`config.mk`:
```
export PLATFORM = sky130hd
export DESIGN_NAME = pipeline_ctrl
export DESIGN_NICKNAME = d
export VERILOG_FILES = /design/src/rtl/pipeline_ctrl_pkg.sv /design/src/rtl/pipeline_ctrl_reg_scoreboard.sv /design/src/rtl/pipeline_ctrl.sv
export SDC_FILE = /design/constraint.sdc
export NUM_CORES = 1
export LEC_CHECK = 0
export BUFFER_PORTS_ARGS = -buffer_cell sky130_fd_sc_hd__buf_2
export CAP_MARGIN = 30
export CORE_MARGIN = 2
export CORE_UTILIZATION = 54
export DETAILED_ROUTE_END_ITERATION = 10
export GPL_TIMING_DRIVEN = 0
export PLACE_DENSITY_LB_ADDON = 0.12
export SYNTH_ARGS = -nofsm -noshare
export SYNTH_HDL_FRONTEND = slang
export SYNTH_SLANG_ARGS = --single-unit
```
`constraint.sdc`:
```
create_clock -name clk -period 3.65 [get_ports clk]
set_input_delay 0.1825 -clock clk [delete_from_list [all_inputs] [get_ports clk]]
set_output_delay 0.1825 -clock clk [all_outputs]
set_load 0.005 [all_outputs]
```
`src/rtl/pipeline_ctrl_pkg.sv`:
```
// Shared types and defaults for the pipeline sequencer: FSM state encoding,
// the bundle of per-cycle pipeline control outputs, and default geometry.
package pipeline_ctrl_pkg;

   localparam int NREG_DEF         = 64;
   localparam int AW_DEF           = 6;
   localparam int CW_DEF           = 16;
   localparam int DRAIN_CYCLES_DEF = 2;

   typedef enum logic [1:0] {
      IDLE  = 2'd0,
      RUN   = 2'd1,
      DRAIN = 2'd2,
      DONE  = 2'd3
   } state_e;

   typedef struct packed {
      logic pc_en;
      logic ifid_en;
      logic ifid_flush;
      logic idex_bubble;
      logic issue;
   } pipe_ctl_t;

   // Frozen pipe: nothing fetched, IF/ID and ID/EX held empty.
   function automatic pipe_ctl_t ctl_idle();
      pipe_ctl_t c;
      c.pc_en       = 1'b0;
      c.ifid_en     = 1'b0;
      c.ifid_flush  = 1'b1;
      c.idex_bubble = 1'b1;
      c.issue       = 1'b0;
      return c;
   endfunction

endpackage

```
`src/rtl/pipeline_ctrl_reg_scoreboard.sv`:
```
// Pending-write scoreboard: one bit per architectural register, set on issue of
// a writer and cleared on write-back; a set in the same cycle as a clear wins.
module reg_scoreboard
   import pipeline_ctrl_pkg::*;
#(
   parameter int NREG = NREG_DEF,
   parameter int AW   = AW_DEF
) (
   input  logic            clk,
   input  logic            rst_n,
   input  logic            set_en,
   input  logic [AW-1:0]   set_idx,
   input  logic            clr_en,
   input  logic [AW-1:0]   clr_idx,
   input  logic [AW-1:0]   rd_a_idx,
   input  logic [AW-1:0]   rd_b_idx,
   output logic            rd_a,
   output logic            rd_b,
   output logic            any_pending,
   output logic [NREG-1:0] pend_o
);

   logic [NREG-1:0] pend_q;
   logic [NREG-1:0] pend_d;

   always_comb begin
      pend_d = pend_q;
      if (clr_en) begin
         pend_d[clr_idx] = 1'b0;
      end
      // The newer writer is still in flight, so its set overrides the clear.
      if (set_en) begin
         pend_d[set_idx] = 1'b1;
      end
   end

   always_ff @(posedge clk or negedge rst_n) begin
      if (!rst_n) begin
         pend_q <= '0;
      end else begin
         pend_q <= pend_d;
      end
   end

   // Reads see registered state only; the register file write lands at the edge.
   assign rd_a        = pend_q[rd_a_idx];
   assign rd_b        = pend_q[rd_b_idx];
   assign any_pending = |pend_q;
   assign pend_o      = pend_q;

endmodule

```
`src/rtl/pipeline_ctrl.sv`:
```
// Central pipeline sequencer: start/halt/drain FSM, RAW hazard stall via the
// register scoreboard, EX/MEM redirect flush, and a saturating stall counter.
module pipeline_ctrl
   import pipeline_ctrl_pkg::*;
#(
   parameter int NREG         = NREG_DEF,
   parameter int AW           = AW_DEF,
   parameter int CW           = CW_DEF,
   parameter int DRAIN_CYCLES = DRAIN_CYCLES_DEF
) (
   input  logic            clk,
   input  logic            rst_n,
   input  logic            start,
   input  logic            id_valid,
   input  logic [AW-1:0]   id_rs,
   input  logic [AW-1:0]   id_rt,
   input  logic            id_uses_rs,
   input  logic            id_uses_rt,
   input  logic [AW-1:0]   id_rd,
   input  logic            id_reg_wrt,
   input  logic            id_halt,
   input  logic            ex_redirect,
   input  logic            wb_reg_wrt,
   input  logic [AW-1:0]   wb_rd,
   output logic            pc_en,
   output logic            ifid_en,
   output logic            ifid_flush,
   output logic            idex_bubble,
   output logic            issue,
   output logic            running,
   output logic            done,
   output logic [CW-1:0]   stall_cycles,
   output state_e          dbg_state,
   output logic [NREG-1:0] dbg_pend
);

   localparam int DW = (DRAIN_CYCLES < 1) ? 1 : $clog2(DRAIN_CYCLES + 1);
   localparam logic [DW-1:0] DRAIN_LAST = DW'(DRAIN_CYCLES);

   // Handshake: id_valid is the ID stage's valid, issue is the accept. An ID
   // instruction moves into ID/EX only in a cycle with id_valid=1 and issue=1;
   // while issue=0 the IF/ID buffer keeps (or flushes) it and id_* must hold.

   state_e          state_q, state_d;
   logic [DW-1:0]   drain_cnt_q, drain_cnt_d;
   logic [CW-1:0]   stall_cycles_q, stall_cycles_d;
   pipe_ctl_t       ctl;

   logic            rs_pend;
   logic            rt_pend;
   logic            any_pending;
   logic            hazard;

   reg_scoreboard #(
      .NREG (NREG),
      .AW   (AW)
   ) u_scoreboard (
      .clk         (clk),
      .rst_n       (rst_n),
      .set_en      (ctl.issue & id_reg_wrt),
      .set_idx     (id_rd),
      .clr_en      (wb_reg_wrt),
      .clr_idx     (wb_rd),
      .rd_a_idx    (id_rs),
      .rd_b_idx    (id_rt),
      .rd_a        (rs_pend),
      .rd_b        (rt_pend),
      .any_pending (any_pending),
      .pend_o      (dbg_pend)
   );

   assign hazard = id_valid & ((id_uses_rs & rs_pend) | (id_uses_rt & rt_pend));

   always_comb begin
      state_d        = state_q;
      drain_cnt_d    = drain_cnt_q;
      stall_cycles_d = stall_cycles_q;
      ctl            = ctl_idle();

      case (state_q)
         IDLE: begin
            if (start) begin
               state_d = RUN;
            end
         end

         RUN: begin
            if (ex_redirect) begin
               // Wrong-path fetch: squash IF/ID and the ID/EX slot, take new PC.
               ctl.pc_en   = 1'b1;
               ctl.ifid_en = 1'b1;
            end else if (hazard) begin
               ctl.ifid_flush = 1'b0;
               if (stall_cycles_q != '1) begin
                  stall_cycles_d = stall_cycles_q + CW'(1);
               end
            end else if (id_valid && id_halt) begin
               // Halt goes down the pipe; fetch stops and IF/ID is emptied behind it.
               ctl.issue       = 1'b1;
               ctl.ifid_en     = 1'b1;
               ctl.idex_bubble = 1'b0;
               state_d         = DRAIN;
               drain_cnt_d     = '0;
            end else begin
               ctl.pc_en       = 1'b1;
               ctl.ifid_en     = 1'b1;
               ctl.ifid_flush  = 1'b0;
               ctl.idex_bubble = !id_valid;
               ctl.issue       = id_valid;
            end
         end

         DRAIN: begin
            if (drain_cnt_q != DRAIN_LAST) begin
               drain_cnt_d = drain_cnt_q + DW'(1);
            end
            if ((drain_cnt_q == DRAIN_LAST) && !any_pending) begin
               state_d = DONE;
            end
         end

         DONE: begin
            state_d = DONE;
         end

         default: begin
            state_d = IDLE;
         end
      endcase
   end

   always_ff @(posedge clk or negedge rst_n) begin
      if (!rst_n) begin
         state_q        <= IDLE;
         drain_cnt_q    <= '0;
         stall_cycles_q <= '0;
      end else begin
         state_q        <= state_d;
         drain_cnt_q    <= drain_cnt_d;
         stall_cycles_q <= stall_cycles_d;
      end
   end

   assign pc_en        = ctl.pc_en;
   assign ifid_en      = ctl.ifid_en;
   assign ifid_flush   = ctl.ifid_flush;
   assign idex_bubble  = ctl.idex_bubble;
   assign issue        = ctl.issue;
   assign running      = (state_q == RUN);
   assign done         = (state_q == DONE);
   assign stall_cycles = stall_cycles_q;
   assign dbg_state    = state_q;

endmodule

```
==> results.py, run 1 <==
metrics = {
    "outcome": {
        "outcome": "complete, no violations",
    },
    "synth": {
        "yosysWarnings": 0,
        "synth_seq_area_share_pct": 42.0,
        "synth_cells": 526,
        "syn_avg_cell_area_sq_um": 9.51,
        "syn-cell-area_sq_mm": 0.00500,
        "syn_nets": 562,
        "synth_cell_types": 45,
        "ys_ff_latch": 84,
    },
    "clock_tree": {
        "ctsHtreeMaxLevel": 3,
        "path_clk_slew_ps": 90,
        "clk_path_buf_depth": 2,
        "cts_sinks": 84,
        "clock_latency_ps": 360,
        "numCtsBuffers": 9,
        "cts_tree": "yes",
        "root_buffer": "clkbuf_8",
    },
    "sta": {
        "clock-skew-final_ps": 16.2,
        "period_minus_slack_ps": 3380,
        "hold_viol_final": 0,
        "worstMarginPinSlew_ps": 553,
        "fmax_ghz": 0.296,
        "totalNegativeSetupSlack_ps": 0,
        "setup_violations": 0,
        "drv_slew": 0,
        "fin_hold_ws_ps": 121,
        "period_share_pct": 92.6,
        "rsz0062_at_grt": "no",
        "slew_headroom_pct": 63.1,
    },
    "detailed_routing": {
        "viasPerCell": 6.70,
        "num_vias": 5166,
        "drt_first_pass_iters": 5,
        "drtIter0Drc": 486,
        "wl_microns": 17100,
        "wire_per_inst_microns": 22.2,
        "drc": 0,
        "drtAntennaViolNets": 0,
    },
    "worst_setup_path": {
        "critPathCapture": "idex_bubble",
        "max_stage_delay_ps": 500,
        "crit_path_max_fanout": 10,
        "crit_path_top_delay_cell": "dfrtp_1",
        "rr_endpoint": "u_scoreboard.pend_o[13]",
        "crit_type": "register to output pin",
        "worstRegToRegCells": 8,
        "start_kind": "register",
        "critPathLaunch": "u_scoreboard.pend_o[56]",
        "crit_required_ps": 3470,
        "cp.arrival_ps": 3200,
        "ff2ff_setup_slack_ps": 540,
        "r2r_start": "u_scoreboard.pend_o[56]",
        "end_kind": "output pin",
        "timing.critical_path.mode_cell": "buf_2",
        "cp_cell_sequence": "mux4_2, a311o_1, o2111ai_1, nand2_1, a311o_1, buf_2, buf_2, nor2_1, inv_1, buf_2",
    },
    "hold_path": {
        "hold_path_class": "primary input to register",
    },
    "floorplan": {
        "start_util_pct": 54.9,
        "row_count": 35,
        "num_io_pins": 123,
        "fp.dieW_microns": 100,
        "core-area_sq_mm": 0.00911,
        "die_y_microns": 100,
        "design.die.area_sq_mm": 0.0101,
    },
    "pwr": {
        "p_per_area_mw_per_mm2": 345,
        "finalPower_mw": 2.06,
        "peakVddDrop_mv": 0.238,
        "p_leak_nw": 2.77,
    },
    "placed_design": {
        "dp_hpwl_microns": 12500,
        "gp_congestion": 0.933,
        "numPortBuffers": 116,
    },
    "layout": {
        "area_growth_pct": 19.1,
        "antenna_cells": 0,
        "final_core_util_pct": 65.4,
        "fin_nets": 691,
        "layout-drive-gt1-share_pct": 25.6,
    },
    "grt": {
        "use_met1_pct": 45.0,
        "antenna_found_initial": 0,
        "use_met3_pct": 8.64,
        "grt_usage_pct": 34.3,
        "grt_max_degree": 73,
        "grt-busiest-layer": "met2",
        "grt_overflow": 0,
        "use_met2_pct": 52.6,
        "grt_pass1_wl_microns": 26400,
        "grt_pass1_vias": 4872,
    },
    "flow_run": {
        "maxCapViolCount": 0,
    },
}
routing by layer:
layer  wire length (microns)  up-vias
met5                       0        -
met4                     826        0
met3                    1710       69
met2                    8010      347
met1                    6540     2480
li1                        -     2270
cell type report:
class | count | area [sq um]
tap | 111 | 139
clock inverter | 4 | 31.3
timing repair buffer | 118 | 621
sequential | 84 | 2100
multi-input combinational | 400 | 2700
buffer | 31 | 160
fill | 762 | 3150
clock buffer | 12 | 165
inverter | 11 | 41.3
state kept, by name (all words and copies together), names as in the netlist:
name and flops:
dbg_state 2, drain_cnt_q 2, stall_cycles 16, u_scoreboard.pend_o 64
placed cells by master, fill, tap and decap left out, types with 3 or more instances in the layout:
master,n
a211oi_1,4
or3_1,7
inv_1,11
buf_4,5
dfrtp_1,84
nand3b_1,9
nor2b_1,10
nand4_1,17
and2_1,4
a311o_1,3
or4_1,6
xnor2_1,15
nand3_1,23
mux2i_1,34
o21ai_1,48
a22oi_1,4
and3_1,11
nor3_1,3
nor4_1,16
a21oi_1,5
a2111oi_0,4
o2111ai_1,4
nor2_1,16
buf_1,5
or3b_2,3
clkbuf_8,12
mux4_2,14
a221oi_1,5
o21ai_0,82
buf_2,126
clkbuf_1,9
nand2_1,30
nand2b_1,5
cell usage after synthesis (all sizes together):
library cell	number	area (sq um)
a221oi	5	43.8
and2	4	25.0
or3	7	43.8
a22o	1	8.76
nor2b	10	62.6
nor2	16	60.1
nand2b	5	31.3
or3b	3	26.3
mux2i	34	340
clkbuf	9	33.8
a221o	1	10.0
a311oi	2	17.5
a31oi	2	12.5
a311o	3	30.0
nand4b	2	17.5
o21a	1	7.51
mux2	1	11.3
dfrtp	84	2100
o2111ai	4	35.0
nor3	3	15.0
ha	2	25.0
a31o	1	8.76
nand4	17	106
buf	22	126
or4	6	45.0
nand2	30	113
and3	11	68.8
o31ai	2	15.0
o21ai	130	651
o22ai	2	12.5
nand3	23	115
mux4	14	315
nor4	16	100
xnor2	15	131
a2111oi	4	35.0
a22oi	4	30.0
inv	11	41.3
nand3b	9	67.6
a211oi	4	30.0
a21oi	5	25.0
and4	1	8.76
worst max-delay path: cells and delay by family, from the launching register on:
family          cells  cell delay [ps]
simple gates        2              220
compound gates      3             1020
flops               1              500
buf+inv             4              610
mux                 1              490
how the worst min path moves through the flow:
stage	slack (ps)	end	cells after the start	startpoint
finish	120	dbg_state[0]	3	start
global route	170	dbg_state[0]	3	start
CTS	130	dbg_state[0]	3	start
detailed placement	40	u_scoreboard.pend_o[11]	1	rst_n
global placement	480	stall_cycles[11]	1	stall_cycles[11]
floorplan	-110	dbg_state[0]	0	rst_n
kinds of logic (layout without fill, tap and decap cells):
group,Yosys count,count (layout),synth area share [%]
AO/OA/AOI/OAI,171,171,19.4
AND/OR/NAND/NOR,163,163,18.1
multiplexers,49,49,13.3
adder cells (fa/ha/maj),2,2,0.500
buffers and inverters,42,176,4.02
flip-flops,84,84,42.0
XOR/XNOR,15,15,2.63
through the flow:
stage / worst slack (ps) / cell area (sq um) / instances
floorplan: 967 / 5000 / 526
global placement: 611 / 5720 / 753
detailed placement: 483 / 5750 / 754
CTS: 300 / 5960 / 771
global route: 157 / 5960 / 771
finish: 271 / 5960 / 771
report_power, final:
part           switching, mW  internal [mW]
combinational          0.219          0.159
sequential            0.0586          0.972
clock                  0.343          0.307
total                  0.621           1.44
timing repair:
item	4_1_cts	5_1_grt
buffers inserted	0	0
resized for setup	0	0
endpoints found under the hold margin	38	0
hold buffers	1	0
(Power assumes the default switching activity.)
==> inputs of run 2 (changes only) <==
--- a/config.mk
+++ b/config.mk
@@ -8,7 +8,7 @@
 export BUFFER_PORTS_ARGS = -buffer_cell sky130_fd_sc_hd__buf_2
 export CAP_MARGIN = 30
 export CORE_MARGIN = 2
-export CORE_UTILIZATION = 54
+export CORE_UTILIZATION = 58
 export DETAILED_ROUTE_END_ITERATION = 10
 export GPL_TIMING_DRIVEN = 0
 export PLACE_DENSITY_LB_ADDON = 0.12
==> constraint.sdc (replaced) <==
create_clock -name clk -period 4 [get_ports clk]
set_input_delay 0.2 -clock clk [delete_from_list [all_inputs] [get_ports clk]]
set_output_delay 0.2 -clock clk [all_outputs]
set_load 0.005 [all_outputs]
==> results.py, run 2 (synthesis results as in run 1) <==
metrics = {
    "grt": {
        "grt_pass1_wl_microns": 26100,
        "grt_usage_pct": 35.0,
        "grt_overflow": 0,
        "grt_max_degree": 63,
        "antenna_found_initial": 0,
        "grt_pass1_vias": 4964,
    },
    "flow_run": {
        "maxCapViolCount": 0,
    },
    "worst_setup_path": {
        "cp_top_family": "compound AO/OA/AOI/OAI gates",
        "cp_cell_sequence": "mux4_2, a311o_1, o2111ai_1, nand2_1, a311o_1, buf_2, buf_2, o21ai_0, buf_2",
        "crit_path_max_fanout": 10,
        "crit_path_top_delay_cell": "mux4_2",
        "start_kind": "register",
        "timing.critical_path.mode_cell": "buf_2",
        "max_stage_delay_ps": 490,
        "cp_num_buf_inv": 3,
        "crit_required_ps": 3800,
        "crit_type": "register to output pin",
        "cp.arrival_ps": 3180,
        "end_kind": "output pin",
    },
    "sta": {
        "worstMarginPinSlew_ps": 605,
        "totalNegativeSetupSlack_ps": 0,
        "hold_viol_final": 0,
        "clock-skew-final_ps": 12.9,
        "fmax_ghz": 0.296,
        "period_share_pct": 84.5,
        "rsz0062_at_grt": "no",
        "setup_violations": 0,
        "period_minus_slack_ps": 3380,
        "slew_headroom_pct": 59.3,
        "drv_slew": 0,
    },
    "floorplan": {
        "design.die.area_sq_mm": 0.00939,
        "die_y_microns": 96.9,
        "num_io_pins": 123,
        "row_count": 33,
        "fp.dieW_microns": 96.9,
        "start_util_pct": 60.3,
        "core-area_sq_mm": 0.00830,
    },
    "clock_tree": {
        "path_clk_slew_ps": 80,
        "cts_sinks": 84,
        "numCtsBuffers": 9,
        "postCtsSetupRepairBufs": 0,
        "clock_latency_ps": 360,
        "root_buffer": "clkbuf_8",
        "cts_tree": "yes",
        "ctsHtreeMaxLevel": 3,
        "clk_path_buf_depth": 2,
    },
    "layout": {
        "antenna_cells": 0,
        "fin_nets": 691,
        "final_core_util_pct": 72.4,
        "largest_reg_flops": 64,
        "final_common_cell": "buf_2",
        "final_cell_mix": "buf_2 (126), dfrtp_1 (84), o21ai_0 (82), o21ai_1 (48), mux2i_1 (34)",
        "design_area_sq_mm": 0.00601,
        "area_growth_pct": 20.0,
        "layout-drive-gt1-share_pct": 25.5,
    },
    "hold_path": {
        "hold_path_class": "primary input to register",
    },
    "detailed_routing": {
        "viasPerCell": 6.81,
        "drtAntennaViolNets": 0,
        "num_vias": 5210,
        "drtIter0Drc": 546,
        "wire_per_inst_microns": 21.7,
        "wl_microns": 16600,
        "drt_first_pass_iters": 5,
        "drc": 0,
    },
    "pwr": {
        "p_per_area_mw_per_mm2": 340,
        "p_leak_nw": 2.79,
        "peakVddDrop_mv": 0.335,
    },
    "placed_design": {
        "gp_congestion": 0.964,
        "numPortBuffers": 116,
        "dp_hpwl_microns": 12200,
        "dpl_cell_area_sq_mm": 0.00575,
    },
    "outcome": {
        "outcome": "complete, no violations",
    },
}
==> run 2: cell count changes in the layout (fill, tap and decap cells not counted) <==
cell	change
clkinv_4	-2
clkbuf_1	+1
inv_6	-1
clkbuf_8	-1
bufinv_16	+3
==> run 2: timing repair <==
action | in CTS | in global routing
endpoints found under the hold margin | 22 | 0
resized for setup | 0 | 0
hold buffers | 1 | 0
==> run 2: per-stage QoR <==
step | std cells | setup WS [ps] | total power [mW] | hold slack, ps
after detailed placement | 748 | 917 | 1.29 | 118
after floorplan | 526 | 1320 | 1.14 | -95.6
after CTS | 765 | 645 | 2.03 | 144
after global routing | 765 | 509 | 2.12 | 175
after global placement | 747 | 984 | 1.27 | 476
final | 765 | 618 | 2.04 | 145
==> run 2: worst paths after layout <==
check                                        start                 endpoint  slack (ps)  cells after the start
setup / recovery           u_scoreboard.pend_o[58]               ifid_flush         620                      9
hold / removal                               start             dbg_state[0]         140                      3
setup reg to reg           u_scoreboard.pend_o[58]  u_scoreboard.pend_o[51]         900                      8
hold reg to reg                   stall_cycles[13]         stall_cycles[13]         490                      1
max in group asynchronous                    rst_n  u_scoreboard.pend_o[46]        3130                      3
min in group asynchronous                    rst_n         stall_cycles[13]         260                      2
==> run 2: area by class of cell <==
type / count / area (sq um)
clock inverter: 4 / 95.1
fill: 642 / 2290
multi-input combinational: 400 / 2700
timing repair buffer: 118 / 621
tap: 105 / 131
inverter: 11 / 41.3
sequential: 84 / 2100
clock buffer: 12 / 155
buffer: 31 / 160
==> run 2: tightest hold or removal path, delay by kind of cell <==
family	cells	cell delay, ps
AO/OA/AOI/OAI	2	180
buffers and inverters	1	80
==> run 2: routing by layer <==
| layer | wire [microns] | GRT usage [%] | part of all wire, % | up-vias |
|---|---|---|---|---|
| li1 | - | - | - | 2270 |
| met1 | 6160 | 45.0 | 37 | 2508 |
| met2 | 7830 | 56.1 | 47 | 365 |
| met3 | 2020 | 8.67 | 12 | 67 |
| met4 | 597 | 15.8 | 3.6 | 0 |
| met5 | 0 | 0 | 0 | - |
==> run 2: report_power, final <==
part,internal (mW),leakage [nW],switching [mW]
combinational,0.146,1.51,0.200
sequential,0.887,1.16,0.0550
clock,0.449,0.127,0.304
total,1.48,2.79,0.558
==> inputs of run 3 (changes only) <==
--- a/config.mk
+++ b/config.mk
@@ -5,10 +5,11 @@
 export SDC_FILE = /design/constraint.sdc
 export NUM_CORES = 1
 export LEC_CHECK = 0
+export ABC_AREA = 1
 export BUFFER_PORTS_ARGS = -buffer_cell sky130_fd_sc_hd__buf_2
 export CAP_MARGIN = 30
 export CORE_MARGIN = 2
-export CORE_UTILIZATION = 58
+export CORE_UTILIZATION = 56
 export DETAILED_ROUTE_END_ITERATION = 10
 export GPL_TIMING_DRIVEN = 0
 export PLACE_DENSITY_LB_ADDON = 0.12
==> constraint.sdc (replaced) <==
create_clock -name clk -period 3.3 [get_ports clk]
set_input_delay 0.165 -clock clk [delete_from_list [all_inputs] [get_ports clk]]
set_output_delay 0.165 -clock clk [all_outputs]
set_load 0.005 [all_outputs]
==> results.py, run 3 <==
metrics = {
    "worst_setup_path": {
        "crit_required_ps": 3520,
        "ff2ff_setup_slack_ps": 780,
        "end_kind": "register",
        "worstRegToRegCells": 9,
        "crit_type": "register to register",
        "crit_path_top_delay_cell": "dfrtp_1",
        "r2r_start": "stall_cycles[0]",
        "cp.arrival_ps": 2740,
        "start_kind": "register",
        "max_stage_delay_ps": 420,
        "crit_path_max_fanout": 10,
        "rr_endpoint": "stall_cycles[15]",
        "cp_cell_sequence": "ha_1, nand3_1, nor2_1, nand2_1, nor4_1, a21oi_1, nand3_4, clkbuf_1, o21ai_1",
    },
    "placed_design": {
        "numPortBuffers": 115,
        "pre_cts_slack_ps": 820,
        "dp_hpwl_microns": 15200,
        "gp_congestion": 0.969,
    },
    "floorplan": {
        "die_y_microns": 107,
        "start_util_pct": 57.4,
        "row_count": 37,
        "num_io_pins": 123,
        "core-area_sq_mm": 0.0103,
        "fp.dieW_microns": 107,
        "design.die.area_sq_mm": 0.0114,
    },
    "outcome": {
        "outcome": "complete, no violations",
    },
    "grt": {
        "grt_pass1_wl_microns": 31900,
        "grt_max_degree": 58,
        "grt_usage_pct": 36.6,
        "grt_pass1_vias": 5868,
        "use_met3_pct": 5.96,
        "use_met2_pct": 53.8,
        "antenna_found_initial": 0,
        "use_met1_pct": 54.6,
        "grt-busiest-layer": "met1",
        "grt_overflow": 0,
    },
    "sta": {
        "worstMarginPinSlew_ps": 973,
        "setup_violations": 0,
        "fin_hold_ws_ps": 44.6,
        "slew_headroom_pct": 34.6,
        "hold_viol_final": 0,
        "drv_slew": 0,
        "period_share_pct": 76.3,
        "worst_slack_ps": 782,
        "rsz0062_at_grt": "no",
        "period_minus_slack_ps": 2520,
        "clock-skew-final_ps": 17.2,
        "totalNegativeSetupSlack_ps": 0,
        "fmax_ghz": 0.397,
    },
    "clock_tree": {
        "cts_tree": "yes",
        "numCtsBuffers": 9,
        "root_buffer": "clkbuf_8",
        "path_clk_slew_ps": 80,
        "ctsHtreeMaxLevel": 3,
        "cts_sinks": 84,
        "postCtsSetupRepairBufs": 0,
        "clk_path_buf_depth": 2,
        "clock_latency_ps": 360,
    },
    "pwr": {
        "peakVddDrop_mv": 0.250,
        "p_sw_share_pct": 27.0,
        "p_leak_nw": 3.31,
        "p_clk_share_pct": 39.5,
        "power_switching_mw": 0.607,
        "p_per_area_mw_per_mm2": 322,
        "power_frac_seq_pct": 46.8,
        "p_int_mw": 1.64,
        "comb_power_share_pct": 13.7,
    },
    "hold_path": {
        "hp-start": "start",
        "worstHoldPathCells": 3,
        "hold_path_class": "primary input to register",
        "holdPathEnd": "dbg_state[0]",
    },
    "layout": {
        "layout-drive-gt1-share_pct": 24.6,
        "final_cell_mix": "nand2_1 (295), buf_2 (122), nand3_1 (116), dfrtp_1 (84), o21ai_0 (75)",
        "largest_reg_flops": 64,
        "fin_nets": 1008,
        "area_growth_pct": 18.3,
        "layout.area.seq_sq_mm": 0.00210,
        "antenna_cells": 0,
        "fillers": 952,
        "final_common_cell": "nand2_1",
        "multi_input_area_sq_mm": 0.00328,
    },
    "detailed_routing": {
        "num_vias": 6508,
        "drt_first_pass_iters": 5,
        "drtIter0Drc": 743,
        "drc": 0,
        "drtAntennaViolNets": 0,
        "wl_microns": 20500,
        "wire_per_inst_microns": 18.4,
        "viasPerCell": 5.85,
    },
    "synth": {
        "synth_most_common_cell": "nand2_1",
        "syn_avg_cell_area_sq_um": 7.05,
        "ys_ff_latch": 84,
        "synth_edf_count": 0,
        "yosys.area.top_type": "dfrtp_1",
        "syn_nets": 872,
        "synth_seq_area_share_pct": 35.7,
        "synthArstFlopShare_pct": 100,
        "ys_top_cells_by_count": "nand2_1 (295), nand3_1 (116), dfrtp_1 (84)",
        "yosysWarnings": 0,
        "synth.top_cell.area_share_pct": 35.7,
        "syn-cell-area_sq_mm": 0.00590,
        "synthTopCellsByArea": "dfrtp_1 (36%), nand2_1 (19%), nand3_1 (9.8%), o21ai_2 (8.9%), o21ai_0 (6.4%)",
        "ys.flop_type": "dfrtp_1",
        "synth_cells": 836,
        "synth_cell_types": 30,
    },
    "flow_run": {
        "maxCapViolCount": 0,
    },
}
-- run 3: how the worst max path moves through the flow --
stage	from	endpoint	slack [ps]	cells after the start
after floorplan	stall_cycles[0]	stall_cycles[13]	1470	9
after global placement	stall_cycles[0]	stall_cycles[5]	910	9
after detailed placement	stall_cycles[0]	stall_cycles[15]	820	9
after CTS	stall_cycles[0]	stall_cycles[15]	810	9
after global routing	stall_cycles[0]	stall_cycles[15]	600	9
final	stall_cycles[0]	stall_cycles[15]	780	9
-- run 3: power groups by stage --
stage / logic, mW / clock network, mW / registers [mW]
3_5_place_dp: 0.301 / 0 / 1.07
3_3_place_gp: 0.290 / 0 / 1.07
4_1_cts: 0.303 / 0.888 / 1.05
2_1_floorplan: 0.172 / 0 / 1.07
5_1_grt: 0.338 / 0.938 / 1.06
6_report: 0.308 / 0.888 / 1.05
-- run 3: metal layers --
layer  vias to the layer above  wire, microns
met1                      2991           8480
met3                        46           2570
met5                         -              0
met2                       409           8840
met4                         0            588
li1                       3062              -
-- run 3: kinds of logic (layout without fill, tap and decap cells) --
logic type	count (synthesis)	count (layout)	synth area share, %
compound gates	150	150	16.7
xor+xnor	15	15	2.23
fa+ha+maj	2	2	0.424
buf+inv	93	234	8.66
flops	84	84	35.7
simple gates	492	492	36.4
-- run 3: timing repair --
item	4_1_cts	5_1_grt
gates resized for setup	0	0
hold buffers	1	0
endpoints found under the hold margin	27	0
-- run 3: cell type report --
cell class              count  area share [%]
plain buffers              32            3.93
flip-flops and latches     84            30.1
inverters                  61            3.39
multi-input cells         659            47.1
clock buffers              10            1.83
well taps                 136            2.44
repair buffers            125            9.61
clock inverters             6            1.61
-- run 3: metrics by stage --
stage	util [%]	total power, mW	instance area, sq um	std cells
after floorplan	-	1.24	5900	836
after global placement	64.6	1.36	6640	1087
after detailed placement	65.4	1.37	6730	1096
after CTS	67.9	2.24	6980	1113
after global routing	67.9	2.33	6980	1113
final	67.9	2.25	6980	1113
-- run 3: critical path, delay by kind of cell, from the launching register on --
kind	cells	cell delay (ps)
fa+ha+maj	1	260
buf+inv	1	410
compound gates	2	320
flops	1	420
simple gates	5	990
